[src/rtl/debounce_pkg.sv]
`default_nettype none
// ============================================================================
//  Module      : debounce_pkg
//  Description : Shared types, constants and parameter-legality helper for
//                the key debouncer bank and its per-channel filter.
//                Contents:
//                  DEB_CNT_W     - width of the stability and hold counters
//                  DEB_CNT_MAX   - largest threshold a counter can represent
//                  deb_state_t   - per-channel stability FSM state
//                  deb_params_ok - elaboration-time threshold check
//  Revision    : 1.0 - initial release
// ============================================================================
package debounce_pkg;

  localparam int DEB_CNT_W   = 16;
  localparam int DEB_CNT_MAX = (1 << DEB_CNT_W) - 1;

  typedef enum logic [0:0] {
    IDLE  = 1'b0,
    COUNT = 1'b1
  } deb_state_t;

  // Thresholds must fit the counter so the compare always fires before the
  // counter could wrap; a zero stability threshold is meaningless.
  function automatic bit deb_params_ok(input int stable_ticks, input int hold_ticks);
    return (stable_ticks >= 1) && (stable_ticks <= DEB_CNT_MAX) &&
           (hold_ticks >= 0)   && (hold_ticks <= DEB_CNT_MAX);
  endfunction

endpackage : debounce_pkg
`default_nettype wire

[src/rtl/debounce_channel.sv]
`default_nettype none
// ============================================================================
//  Module      : debounce_channel
//  Description : One debounced key. Two-flop synchroniser, stability FSM
//                advanced on the shared sample tick, registered press/release
//                pulses and an optional saturating long-press detector.
//  Ports       : clk     - clock, all logic on rising edge
//                rst     - asynchronous active-high reset
//                en      - sample tick; FSM and counters only move when 1
//                key_in  - raw asynchronous key level
//                key_out - debounced level
//                rise    - 1-cycle pulse on key_out 0->1
//                fall    - 1-cycle pulse on key_out 1->0
//                hold    - 1-cycle pulse when long-press threshold reached
//  Revision    : 1.0 - initial release
// ============================================================================
module debounce_channel
  import debounce_pkg::*;
#(
  parameter int   STABLE_TICKS = 4,
  parameter int   HOLD_TICKS   = 0,
  parameter logic RESET_LEVEL  = 1'b0
) (
  input  logic clk,
  input  logic rst,
  input  logic en,
  input  logic key_in,
  output logic key_out,
  output logic rise,
  output logic fall,
  output logic hold
);

  localparam logic [DEB_CNT_W-1:0] c_stable      = STABLE_TICKS[DEB_CNT_W-1:0];
  localparam logic [DEB_CNT_W-1:0] c_hold        = HOLD_TICKS[DEB_CNT_W-1:0];
  localparam logic                 c_single_tick = (STABLE_TICKS == 1);
  localparam logic                 c_hold_en     = (HOLD_TICKS != 0);

  // Synchroniser
  logic s1_q, s1_d;
  logic s2_q, s2_d;

  // Stability filter
  deb_state_t           state_q, state_d;
  logic [DEB_CNT_W-1:0] cnt_q,   cnt_d;
  logic                 key_q,   key_d;

  // Output pulses and long-press counter
  logic                 rise_q,  rise_d;
  logic                 fall_q,  fall_d;
  logic                 hold_q,  hold_d;
  logic [DEB_CNT_W-1:0] hcnt_q,  hcnt_d;

  // Combinational helpers
  logic                 accept;
  logic [DEB_CNT_W-1:0] cnt_inc;
  logic [DEB_CNT_W-1:0] hcnt_inc;

  always_comb begin
    s1_d     = key_in;
    s2_d     = s1_q;
    state_d  = state_q;
    cnt_d    = cnt_q;
    key_d    = key_q;
    rise_d   = 1'b0;
    fall_d   = 1'b0;
    hold_d   = 1'b0;
    hcnt_d   = hcnt_q;
    accept   = 1'b0;
    cnt_inc  = cnt_q + {{(DEB_CNT_W-1){1'b0}}, 1'b1};
    hcnt_inc = hcnt_q + {{(DEB_CNT_W-1){1'b0}}, 1'b1};

    if (en) begin
      case (state_q)
        IDLE: begin
          if (s2_q != key_q) begin
            if (c_single_tick) begin
              accept = 1'b1;
            end else begin
              cnt_d   = {{(DEB_CNT_W-1){1'b0}}, 1'b1};
              state_d = COUNT;
            end
          end
        end
        COUNT: begin
          if (s2_q == key_q) begin
            // Bounce back to the accepted level: restart from scratch.
            cnt_d   = '0;
            state_d = IDLE;
          end else if (cnt_inc < c_stable) begin
            cnt_d = cnt_inc;
          end else begin
            accept = 1'b1;
          end
        end
        default: begin
          cnt_d   = '0;
          state_d = IDLE;
        end
      endcase
    end

    if (accept) begin
      key_d   = s2_q;
      cnt_d   = '0;
      state_d = IDLE;
      rise_d  = s2_q;
      fall_d  = ~s2_q;
    end

    // Long press: key_q (not key_d) gates counting so the accept tick itself
    // is excluded; the counter clears in the same cycle key_out drops and
    // saturates at the threshold so each press yields one pulse.
    if (key_d == 1'b0) begin
      hcnt_d = '0;
    end else if (c_hold_en && en && key_q && (hcnt_q != c_hold)) begin
      hcnt_d = hcnt_inc;
      hold_d = (hcnt_inc == c_hold);
    end
  end

  always_ff @(posedge clk or posedge rst) begin
    if (rst) begin
      s1_q    <= RESET_LEVEL;
      s2_q    <= RESET_LEVEL;
      state_q <= IDLE;
      cnt_q   <= '0;
      key_q   <= RESET_LEVEL;
      rise_q  <= 1'b0;
      fall_q  <= 1'b0;
      hold_q  <= 1'b0;
      hcnt_q  <= '0;
    end else begin
      s1_q    <= s1_d;
      s2_q    <= s2_d;
      state_q <= state_d;
      cnt_q   <= cnt_d;
      key_q   <= key_d;
      rise_q  <= rise_d;
      fall_q  <= fall_d;
      hold_q  <= hold_d;
      hcnt_q  <= hcnt_d;
    end
  end

  assign key_out = key_q;
  assign rise    = rise_q;
  assign fall    = fall_q;
  assign hold    = hold_q;

endmodule : debounce_channel
`default_nettype wire

[src/rtl/key_debounce_bank.sv]
`default_nettype none
// ============================================================================
//  Module      : key_debounce_bank
//  Description : Bank of CHANNELS independent key debouncers sharing one
//                clock, reset and sample tick.
//  Ports       : clk     - clock, all logic on rising edge
//                rst     - asynchronous active-high reset
//                en      - shared sample tick from an external prescaler
//                key_in  - [CHANNELS] raw asynchronous key levels
//                key_out - [CHANNELS] debounced levels
//                rise    - [CHANNELS] 1-cycle press pulses
//                fall    - [CHANNELS] 1-cycle release pulses
//                hold    - [CHANNELS] 1-cycle long-press pulses
//  Revision    : 1.0 - initial release
// ============================================================================
module key_debounce_bank
  import debounce_pkg::*;
#(
  parameter int   CHANNELS     = 4,
  parameter int   STABLE_TICKS = 4,
  parameter int   HOLD_TICKS   = 0,
  parameter logic RESET_LEVEL  = 1'b0
) (
  input  logic                clk,
  input  logic                rst,
  input  logic                en,
  input  logic [CHANNELS-1:0] key_in,
  output logic [CHANNELS-1:0] key_out,
  output logic [CHANNELS-1:0] rise,
  output logic [CHANNELS-1:0] fall,
  output logic [CHANNELS-1:0] hold
);

  generate
    if (!deb_params_ok(STABLE_TICKS, HOLD_TICKS) || (CHANNELS < 1)) begin : g_bad_params
      $error("key_debounce_bank: illegal CHANNELS/STABLE_TICKS/HOLD_TICKS");
    end
  endgenerate

  generate
    for (genvar i = 0; i < CHANNELS; i++) begin : g_chan
      debounce_channel #(
        .STABLE_TICKS (STABLE_TICKS),
        .HOLD_TICKS   (HOLD_TICKS),
        .RESET_LEVEL  (RESET_LEVEL)
      ) u_chan (
        .clk     (clk),
        .rst     (rst),
        .en      (en),
        .key_in  (key_in[i]),
        .key_out (key_out[i]),
        .rise    (rise[i]),
        .fall    (fall[i]),
        .hold    (hold[i])
      );
    end
  endgenerate

endmodule : key_debounce_bank
`default_nettype wire

[config.mk]
export PLATFORM = sky130hd
export DESIGN_NAME = key_debounce_bank
export DESIGN_NICKNAME = d
export VERILOG_FILES = /design/src/rtl/debounce_pkg.sv /design/src/rtl/debounce_channel.sv /design/src/rtl/key_debounce_bank.sv
export SDC_FILE = /design/constraint.sdc
export NUM_CORES = 1
export LEC_CHECK = 0
export CAP_MARGIN = 20
export CORE_ASPECT_RATIO = 1.5
export CORE_UTILIZATION = 62
export CTS_BUF_LIST = sky130_fd_sc_hd__clkbuf_4 sky130_fd_sc_hd__clkbuf_8
export DETAILED_ROUTE_END_ITERATION = 10
export GPL_ROUTABILITY_DRIVEN = 0
export PLACE_DENSITY = 0.82
export RECOVER_POWER = 25
export SLEW_MARGIN = 10
export SYNTH_ARGS = -nofsm -noshare
export SYNTH_HDL_FRONTEND = slang
export SYNTH_HIERARCHICAL = 1
export SYNTH_SLANG_ARGS = --single-unit
[constraint.sdc]
create_clock -name clk -period 2.6 [get_ports clk]
set_input_delay 0.52 -clock clk [delete_from_list [all_inputs] [get_ports clk]]
set_output_delay 0.52 -clock clk [all_outputs]
set_load 0.03 [all_outputs]
==> flow_summary.ini <==
[run_status]
status = finished, final reports clean

[global_routing]
grt_first_pass_wirelength_um = 12300
first_global_vias = 2816
gr-total-overflow = 0
grt_max_degree = 25
antenna_found_initial = 0
grt.total_usage_pct = 23.8

[clock_tree]
cts-buffers-inserted = 9
clkLatencyLatePin_ns = 0.35
clock_sinks = 88
htree_num_levels = 3
cts_resized = 0
post_cts_buffers = 0
cts_tree = yes
cts.clk_slew.worst_paths_ns = 0.08
clockRootBuffer = clkbuf_8
clockBufferDepth = 2
hold_buffers = 0

[power]
p_leak_nw = 2.06
p_per_area_nw_per_um2 = 750
ir_drop_mv = 0.440

[final_layout]
layout.nets = 406
drive_gt1_share_pct = 13.5
final_common_cell = dfrtp_1
diodes = 0
fin_area_sq_um = 4550
layout_common_cells = 88 x dfrtp_1, 52 x and2_1, 24 x nand2_1
syn2layout_area_growth_pct = 11.5
fillers = 470

[sta]
timing.final.crit_share_pct = 89.4
tns_ns = 0
tightest_slew_ns = 1.17
fin_crit_ns = 2.32
slew_headroom_pct = 21.9
drv_slew = 0
hold_viol = 0
setup_violations = 0
fin_ws_ns = 0.275
skew_ns = 0.00812
fmax_mhz = 430
rsz0062_at_grt = no

[routing]
finalWirelength_um = 7320
drt-initial-drc-count = 164
dr_total_vias = 2824
avgViaCountPerCell = 5.97
ant_nets = 0
drt_pass1_iterations = 4
drt_drc_violations_left = 0
routedWlPerCell_um = 15.5

[worst_setup_path]
required_ns = 2.83
start_kind = flop
cp.arrival_ns = 2.56
worst_setup_path_end_kind = flop
critPathKind = reg -> reg
path_max_fanout = 6

[logic_synthesis]
synth.avg_cell_area_sq_um = 11.1
synth_cell_type_count = 34
ys_seq_area_share_pct = 54.0
synth_area_sq_um = 4080
synth-seq-cells = 88
synth_edf_count = 0
synth_top_flop_cell = dfrtp_1
postSynth.asyncResetShare_pct = 100
postSynthCellCount = 368
synthesis.nets = 379
synth_warnings = 6

[floorplan]
start_util_pct = 65.1
die-area_sq_um = 6910
die_y_um = 101
coreArea_sq_um = 6260
ios = 23
die_x_um = 68.2
num_rows = 35

[flow_run]
max_cap_violations = 0

[place]
place_hpwl_um = 4820
io_buffer_count = 18
pre_cts_ws_ns = 0.341
placed_cell_area_sq_um = 4350

[min_path]
hold_path.class = reg -> reg
layout make-up:
class                           instances  area [sq um]  share of cell area, %
Clock inverter                          4          70.1                   1.54
Sequential cell                        88          2200                   48.4
Tap cell                               74          92.6                   2.04
Clock buffer                           11           139                   3.05
Inverter                               12          45.0                  0.990
Timing Repair Buffer                   24           214                   4.70
Multi-Input combinational cell        260          1790                   39.3
flip-flops by register name, summed over array words and instances (netlist names):
name	flops
g_chan.u_chan/state_q	4
g_chan.u_chan/fall	4
g_chan.u_chan/s1_q	4
g_chan.u_chan/rise	4
g_chan.u_chan/cnt_q	64
g_chan.u_chan/key_out	4
g_chan.u_chan/s2_q	4
worst paths after layout:
kind / start / end / slack [ns] / cells past startpoint
setup / recovery: g_chan[2].u_chan/cnt_q[0] / g_chan[2].u_chan/key_out / 0.28 / 7
hold / removal: g_chan[0].u_chan/s1_q / g_chan[0].u_chan/s2_q / 0.35 / 0
setup reg to reg: g_chan[2].u_chan/cnt_q[0] / g_chan[2].u_chan/key_out / 0.28 / 7
hold reg to reg: g_chan[0].u_chan/s1_q / g_chan[0].u_chan/s2_q / 0.35 / 0
max in group asynchronous: rst / g_chan[1].u_chan/s1_q / 0.84 / 3
min in group asynchronous: rst / g_chan[3].u_chan/state_q / 0.84 / 2
metrics by stage:
stage          total power [mW]  hold WS (ns)  util [%]  std cells
2_1_floorplan              2.20         0.331         -        368
3_3_place_gp               2.39         0.332      69.4        457
3_5_place_dp               2.43         0.335      69.5        458
4_1_cts                    3.45         0.346      72.8        473
5_1_grt                    3.61         0.353      72.6        473
6_report                   3.41         0.347      72.6        473
logic make-up (layout without fill, tap and decap cells):
kind of cell | Yosys count | after routing | share of synthesized area, %
compound gates | 44 | 44 | 8.10
xor+xnor | 16 | 16 | 3.44
fa+ha+maj | 4 | 4 | 1.23
buf+inv | 20 | 51 | 2.21
flops | 88 | 88 | 54.0
mux | 8 | 8 | 2.45
other cells | 4 | 4 | 0.368
simple gates | 184 | 184 | 28.2
cell usage after synthesis (all sizes together) (8+ instances only):
library cell  instances  area share (%)
and2                 60             9.4
xor2                 12             2.6
inv                  12             1.1
nand2                24             2.2
and3b                 8             2.0
o21ai                 8            0.98
a21oi                12             1.8
or3                   8             1.2
dfrtp                88              54
nor4                 20             3.1
nand3                12             1.5
nor3                 12             1.5
nand4                16             2.5
critical path, cell delays in order (launching register included):
cell      delay [ns]
dfrtp_1         0.44
ha_1            0.24
inv_1           0.06
nor4_1          0.37
nand3_1         0.12
a211oi_1        0.51
a21oi_2         0.16
mux2_4          0.32
report_power, final:
part	switching, mW	internal (mW)
clock network	0.444	0.555
registers	0.151	1.49
logic	0.432	0.342
total	1.03	2.39
layer usage:
metal	wire length, um	GRT usage (%)
met1	3170	29.3
met2	3820	39.0
met3	194	4.39
met4	135	12.3
met5	0	0
No activity file was read; power rests on OpenSTA's default activity.
